### config.mk
export PLATFORM = sky130hd
export DESIGN_NAME = dmem_latency
export DESIGN_NICKNAME = d
export VERILOG_FILES = /design/src/rtl/dmem_pkg.sv /design/src/rtl/dmem_latency_ctr.sv /design/src/rtl/dmem_latency.sv
export SDC_FILE = /design/constraint.sdc
export NUM_CORES = 1
export LEC_CHECK = 0
export CORE_ASPECT_RATIO = 1.4
export CORE_MARGIN = 4
export CORE_UTILIZATION = 30
export CTS_BUF_LIST = sky130_fd_sc_hd__clkbuf_8
export CTS_CLUSTER_SIZE = 8
export DETAILED_ROUTE_END_ITERATION = 12
export PLACE_DENSITY = 0.54
export SLEW_MARGIN = 20
export SYNTH_ARGS = -nofsm -noshare
export SYNTH_HDL_FRONTEND = slang
export SYNTH_HIERARCHICAL = 1
export SYNTH_SLANG_ARGS = --single-unit
export TNS_END_PERCENT = 1
### constraint.sdc
create_clock -name clk_i -period 3.7 [get_ports clk_i]
set_input_delay 0.555 -clock clk_i [delete_from_list [all_inputs] [get_ports clk_i]]
set_output_delay 0.555 -clock clk_i [all_outputs]
set_load 0.03 [all_outputs]
### src/rtl/dmem_pkg.sv
// Shared types and sizing helpers for the latency-configurable data memory.
// Used by dmem_latency and its down-counter.
package dmem_pkg;

  typedef enum logic [1:0] {
    ST_IDLE = 2'd0,
    ST_BUSY = 2'd1,
    ST_DONE = 2'd2
  } state_e;

  localparam int CTR_W       = 4;
  localparam int MAX_LATENCY = (1 << CTR_W) - 1;

  function automatic int lane_count(input int data_w);
    return data_w / 8;
  endfunction

  function automatic int off_bits(input int data_w);
    return $clog2(data_w / 8);
  endfunction

  function automatic int idx_bits(input int depth);
    return $clog2(depth);
  endfunction

  // Any set bit below the word offset, or at/above the top of the array, is an error.
  function automatic logic addr_err(input logic [63:0] addr, input int addr_w,
                                    input int ob, input int iw);
    logic e;
    e = 1'b0;
    for (int i = 0; i < 64; i++) begin
      if (i < addr_w && addr[i] && (i < ob || i >= ob + iw)) begin
        e = 1'b1;
      end
    end
    return e;
  endfunction

endpackage

### src/rtl/dmem_latency_ctr.sv
// Loadable down-counter with zero flag; shared with the future cache miss path.
// Counting stops at zero; load has priority over enable.
module dmem_latency_ctr
  import dmem_pkg::*;
#(
  parameter int W = CTR_W
) (
  input  logic         clk_i,
  input  logic         rst_i,
  input  logic         load_i,
  input  logic [W-1:0] load_val_i,
  input  logic         en_i,
  output logic [W-1:0] count_o,
  output logic         zero_o
);

  logic [W-1:0] count_q;
  logic [W-1:0] count_d;

  always_comb begin
    count_d = count_q;
    if (load_i) begin
      count_d = load_val_i;
    end else if (en_i && (count_q != '0)) begin
      count_d = count_q - W'(1);
    end
  end

  always_ff @(posedge clk_i or negedge rst_i) begin
    if (!rst_i) begin
      count_q <= '0;
    end else begin
      count_q <= count_d;
    end
  end

  assign count_o = count_q;
  assign zero_o  = (count_q == '0);

endmodule

### src/rtl/dmem_latency.sv
// Data memory with req/ack handshake, LATENCY-cycle access, byte enables and error reporting.
// Optional macro DMEM_FAST_READ_EN: reads complete the cycle after acceptance.
module dmem_latency
  import dmem_pkg::*;
#(
  parameter int DATA_W  = 32,
  parameter int DEPTH   = 32,
  parameter int ADDR_W  = 32,
  parameter int LATENCY = 4
) (
  input  logic                  clk_i,
  input  logic                  rst_i,
  input  logic                  req_i,
  input  logic                  we_i,
  input  logic [ADDR_W-1:0]     addr_i,
  input  logic [DATA_W-1:0]     wdata_i,
  input  logic [DATA_W/8-1:0]   be_i,
  output logic                  busy_o,
  output logic                  ack_o,
  output logic [DATA_W-1:0]     rdata_o,
  output logic                  err_o,
  output logic [1:0]            dbg_state_o
);

  localparam int NB = lane_count(DATA_W);
  localparam int OB = off_bits(DATA_W);
  localparam int IW = idx_bits(DEPTH);

  if (LATENCY < 1 || LATENCY > MAX_LATENCY) begin : g_bad_latency
    $error("dmem_latency: LATENCY must be in 1..15");
  end
  if (DATA_W < 8 || (DATA_W % 8) != 0) begin : g_bad_width
    $error("dmem_latency: DATA_W must be a multiple of 8, at least 8");
  end
  if (DEPTH < 2 || (1 << IW) != DEPTH) begin : g_bad_depth
    $error("dmem_latency: DEPTH must be a power of 2, at least 2");
  end

  // Handshake: a request is taken on any edge where req_i is high and the
  // FSM is in IDLE or DONE; ack_o then pulses for one cycle per request.
  state_e            state_q, state_d;
  logic              we_q, err_q;
  logic [IW-1:0]     idx_q;
  logic [DATA_W-1:0] wdata_q;
  logic [NB-1:0]     be_q;
  logic [DATA_W-1:0] rdata_q;
  logic [DATA_W-1:0] mem_q [DEPTH];

  logic              accept, do_access, fast_rd;
  logic              ctr_load, ctr_en, ctr_zero;
  logic [CTR_W-1:0]  ctr_count;
  logic              in_err;
  logic [IW-1:0]     idx_in;

  assign in_err = addr_err(64'(addr_i), ADDR_W, OB, IW);
  assign idx_in = addr_i[OB +: IW];

`ifdef DMEM_FAST_READ_EN
  assign fast_rd = req_i && !we_i && (state_q != ST_BUSY);
`else
  assign fast_rd = 1'b0;
`endif

  dmem_latency_ctr #(.W(CTR_W)) u_ctr (
    .clk_i      (clk_i),
    .rst_i      (rst_i),
    .load_i     (ctr_load),
    .load_val_i (CTR_W'(LATENCY - 1)),
    .en_i       (ctr_en),
    .count_o    (ctr_count),
    .zero_o     (ctr_zero)
  );

  always_comb begin
    state_d   = state_q;
    accept    = 1'b0;
    ctr_load  = 1'b0;
    ctr_en    = 1'b0;
    do_access = 1'b0;
    case (state_q)
      ST_IDLE, ST_DONE: begin
        // Leaving DONE with req_i high starts the next access with no idle gap.
        if (req_i) begin
          accept   = 1'b1;
          ctr_load = 1'b1;
          state_d  = fast_rd ? ST_DONE : ST_BUSY;
        end else begin
          state_d = ST_IDLE;
        end
      end
      ST_BUSY: begin
        if (ctr_zero) begin
          do_access = 1'b1;
          state_d   = ST_DONE;
        end else begin
          ctr_en = 1'b1;
        end
      end
      default: state_d = ST_IDLE;
    endcase
  end

  always_ff @(posedge clk_i or negedge rst_i) begin
    if (!rst_i) begin
      state_q <= ST_IDLE;
      we_q    <= 1'b0;
      err_q   <= 1'b0;
      idx_q   <= '0;
      wdata_q <= '0;
      be_q    <= '0;
      rdata_q <= '0;
    end else begin
      state_q <= state_d;
      if (accept) begin
        we_q    <= we_i;
        err_q   <= in_err;
        idx_q   <= idx_in;
        wdata_q <= wdata_i;
        be_q    <= be_i;
      end
      // A successful write leaves rdata_q holding the previous read.
      if (do_access) begin
        if (err_q) begin
          rdata_q <= '0;
        end else if (!we_q) begin
          rdata_q <= mem_q[idx_q];
        end
      end else if (fast_rd) begin
        rdata_q <= in_err ? '0 : mem_q[idx_in];
      end
    end
  end

  // The array has no reset; do_access is low while rst_i is asserted.
  always_ff @(posedge clk_i) begin
    if (do_access && we_q && !err_q) begin
      for (int k = 0; k < NB; k++) begin
        if (be_q[k]) begin
          mem_q[idx_q][8*k +: 8] <= wdata_q[8*k +: 8];
        end
      end
    end
  end

  assign busy_o      = (state_q != ST_IDLE);
  assign ack_o       = (state_q == ST_DONE);
  assign err_o       = (state_q == ST_DONE) && err_q;
  assign rdata_o     = rdata_q;
  assign dbg_state_o = state_q;

endmodule

==> run_results.csv <==
group,metric,value,unit
synthesis,ys_seq_area_frac,0.769,
detailed_routing,drt-initial-drc-count,1772,
job,maxCapViolations,0,
critical_path,critical_path_arrival,3950,ps
synthesis,async_flop_share,0.0733,
timing,setup-violations-final,0,
floorplanning,initial_core_util,0.302,
timing,period_needed,3220,ps
power_and_ir_drop,powerDensity,703,nW/µm²
place,io_buffers,108,
global_routing,overflow,0,
timing,tns,0,ps
timing,skew,30.8,ps
detailed_routing,drc,0,
global_routing,antenna_found_initial,7,
clock_tree,cts_tree,"done",
clock_tree,cts_made_buffers,166,
power_and_ir_drop,p_clk_frac,0.259,
power_and_ir_drop,netSwitchingFraction,0.330,
power_and_ir_drop,irDropWorstVdd,0.506,mV
synthesis,avgSynthCellArea,17.5,µm²
place,placed_cell_area,47300,µm²
place,place_congestion,0.809,
synthesis,syn-instance-count,2436,
layout,area_delta_synth_final,18.1,%
detailed_routing,detail_route.first_pass.iterations,7,
timing,maxSlewViolCount,0,
power_and_ir_drop,p_leak,17.8,nW
timing,worstMarginPinSlew,1130,ps
timing,whs,242,ps
power_and_ir_drop,power_switching,11.7,mW
power_and_ir_drop,p_int,23.7,mW
synthesis,synth_edf_count,1024,
min_path,hold_path_class,"in -> async",
layout,fillerInstances,13379,
clock_tree,h-tree-depth,4,
critical_path,crit_required,4430,ps
floorplanning,die_w,327,µm
power_and_ir_drop,finalPower,35.4,mW
outcome,outcome,"complete, no violations",
timing,fmax,0.311,GHz
clock_tree,clk_path_buf_depth,3,
timing,hold_violations,0,
detailed_routing,routed_wl,120,mm
clock_tree,insertion_delay,860,ps
detailed_routing,wl_per_cell,25.0,µm
detailed_routing,avgViaCountPerCell,4.85,
global_routing,grt_max_degree,66,
critical_path,crit_type,"reg -> reg",
power_and_ir_drop,combPwrFrac,0.248,
layout,ff_latch_area,32800,µm²
place,place_ws,442,ps
timing,rsz0062_at_grt,"no",
floorplanning,dieArea,148000,µm²
detailed_routing,ant_nets,0,
clock_tree,clk_pin_slew,60,ps
global_routing,grt_pass1_vias,24084,
floorplanning,die_h,454,µm
global_routing,grt_first_pass_wirelength,171,mm
detailed_routing,vias,23352,
clock_tree,ctsRootBufferMaster,"clkbuf_8",
place,placed_cells,4514,
synthesis,synth_seq_cells,1105,
clock_tree,post_cts_resized,0,
layout,multi_input_comb_area,9190,µm²
clock_tree,cts_sinks,1105,
floorplanning,core-area,141000,µm²
layout,drive_gt1_frac,0.169,
layout,final_util,0.357,
critical_path,cp-start-kind,"flip-flop",
synthesis,ys_warn_count,6,
synthesis,syn-cell-area,42600,µm²
global_routing,gr-usage-all-layers,0.159,
floorplanning,ios,109,
power_and_ir_drop,p_seq_frac,0.493,
critical_path,crit_path_end_kind,"flip-flop",
synthesis,ys_types,42,
layout,postLayoutCellArea,50400,µm²
timing,period_share,0.870,
timing,worst_slack,483,ps
critical_path,reg2reg_depth,6,
layout,final_nets,2859,
timing,relSlewSlack,0.245,
synthesis,synthFlopType,"edfxtp_1",
floorplanning,rows,163,
critical_path,critPathMaxFanout,25,
layout,fin_cells,4817,
place,detailed_place_hpwl,78.7,mm
[registers in the layout, summed over array words and instances, names as in the netlist]
signal	count
mem_q	1024
dbg_state_o	2
wdata_q	32
rdata_o	32
u_ctr/count_o	4
err_q	1
idx_q	5
we_q	1
be_q	4
[cells in the final DEF, fill, tap and decap left out, drive strengths merged, types with 4 or more instances in the layout]
cell / count
nand2: 69
edfxtp: 1024
conb: 4
or4b: 4
nand4b: 4
o21ai: 4
mux2i: 512
nor3b: 5
buf: 224
a22o: 32
inv: 108
dfrtp: 81
nand4bb: 6
mux2: 41
diode: 5
clkbuf: 187
nor2: 134
o22ai: 256
nor2b: 4
a21oi: 4
nand3: 5
clkdlybuf4s50: 107
nor4: 70
[cell families after synthesis]
group,Yosys count,synth area share
AOI/OAI and AO/OA,299,0.0457
other,2,0.000176
and+or+nand+nor,320,0.0369
DFF,1105,0.769
adders and majority gates,1,0.000293
muxes,553,0.131
buffers and inverters,156,0.0173
[metal layers]
layer / up-vias / routed length [µm] / track usage / part of all wire
li1: 10422 / - / - / -
met1: 11974 / 46500 / 0.186 / 0.39
met2: 733 / 63500 / 0.292 / 0.53
met3: 223 / 6030 / 0.0294 / 0.050
met4: 0 / 4380 / 0.0588 / 0.036
met5: - / 0 / 0 / 0
[repair_timing]
| action | CTS | global route |
|---|---|---|
| endpoints found under the hold margin | 24 | 0 |
| hold buffers | 1 | 0 |
| endpoints found under the setup margin | 0 | 0 |
| setup buffers | 0 | 0 |
[power by group through the flow]
stage / Clock, mW / Combinational [mW] / Sequential (mW)
2_1_floorplan: 0 / 5.42 / 16.9
3_3_place_gp: 0 / 8.80 / 17.7
3_5_place_dp: 0 / 8.83 / 17.7
4_1_cts: 9.42 / 8.85 / 17.5
5_1_grt: 9.98 / 9.26 / 17.6
6_report: 9.17 / 8.78 / 17.4
[worst paths after layout]
check	endpoint	slack, ps	from
worst min-delay path	wdata_q[17]	240	rst_i
min in group clk_i	we_q	270	we_i
worst min register to register	wdata_q[23]	510	wdata_q[23]
max in group asynchronous	idx_q[1]	2620	rst_i
worst max-delay path	rdata_o[2]	480	idx_q[4]
worst max register to register	rdata_o[2]	480	idx_q[4]
[Yosys cell counts (2+ instances only)]
master     count  share of area
mux2_2        41          0.011
buf_4          2        0.00035
o22ai_1      256          0.038
nand4_1        2        0.00029
nand2_1       69         0.0061
and3b_1        3        0.00062
nand3_1        5        0.00059
nor3b_1        5        0.00088
nor2b_1        4        0.00059
clkbuf_1      44         0.0039
buf_1          2        0.00018
a21oi_1        4        0.00047
o21ai_0        2        0.00023
a22o_1        32         0.0066
nand4b_1       4        0.00082
buf_2        101          0.012
or2_2          2        0.00029
inv_1          4        0.00035
o21ai_1        2        0.00023
edfxtp_1    1024           0.72
dfrtp_1       81          0.048
nand4bb_1      6         0.0016
buf_6          2        0.00053
nor2_1       134          0.012
nor4_1        70          0.010
conb_1         2        0.00018
or4b_1         4        0.00094
nor3_1         3        0.00035
and2_1         2        0.00029
mux2i_1      512           0.12
[critical path, cell delays in order (launching register included)]
cell and delay (ps):
dfrtp_1 800, or4b_1 560, buf_4 340, o22ai_1 150
nor4_1 880, nand2_1 130, a22o_1 230
[area by class of cell]
class | count | share of cell area
Sequential cell | 1105 | 0.651
Multi-Input combinational cell | 1177 | 0.183
Timing Repair Buffer | 332 | 0.0583
Clock buffer | 187 | 0.0511
Tap cell | 1897 | 0.0471
Clock inverter | 110 | 0.00895
Inverter | 4 | 0.000298
Antenna cell | 5 | 0.000248
No activity file was read; power rests on OpenSTA's default activity.
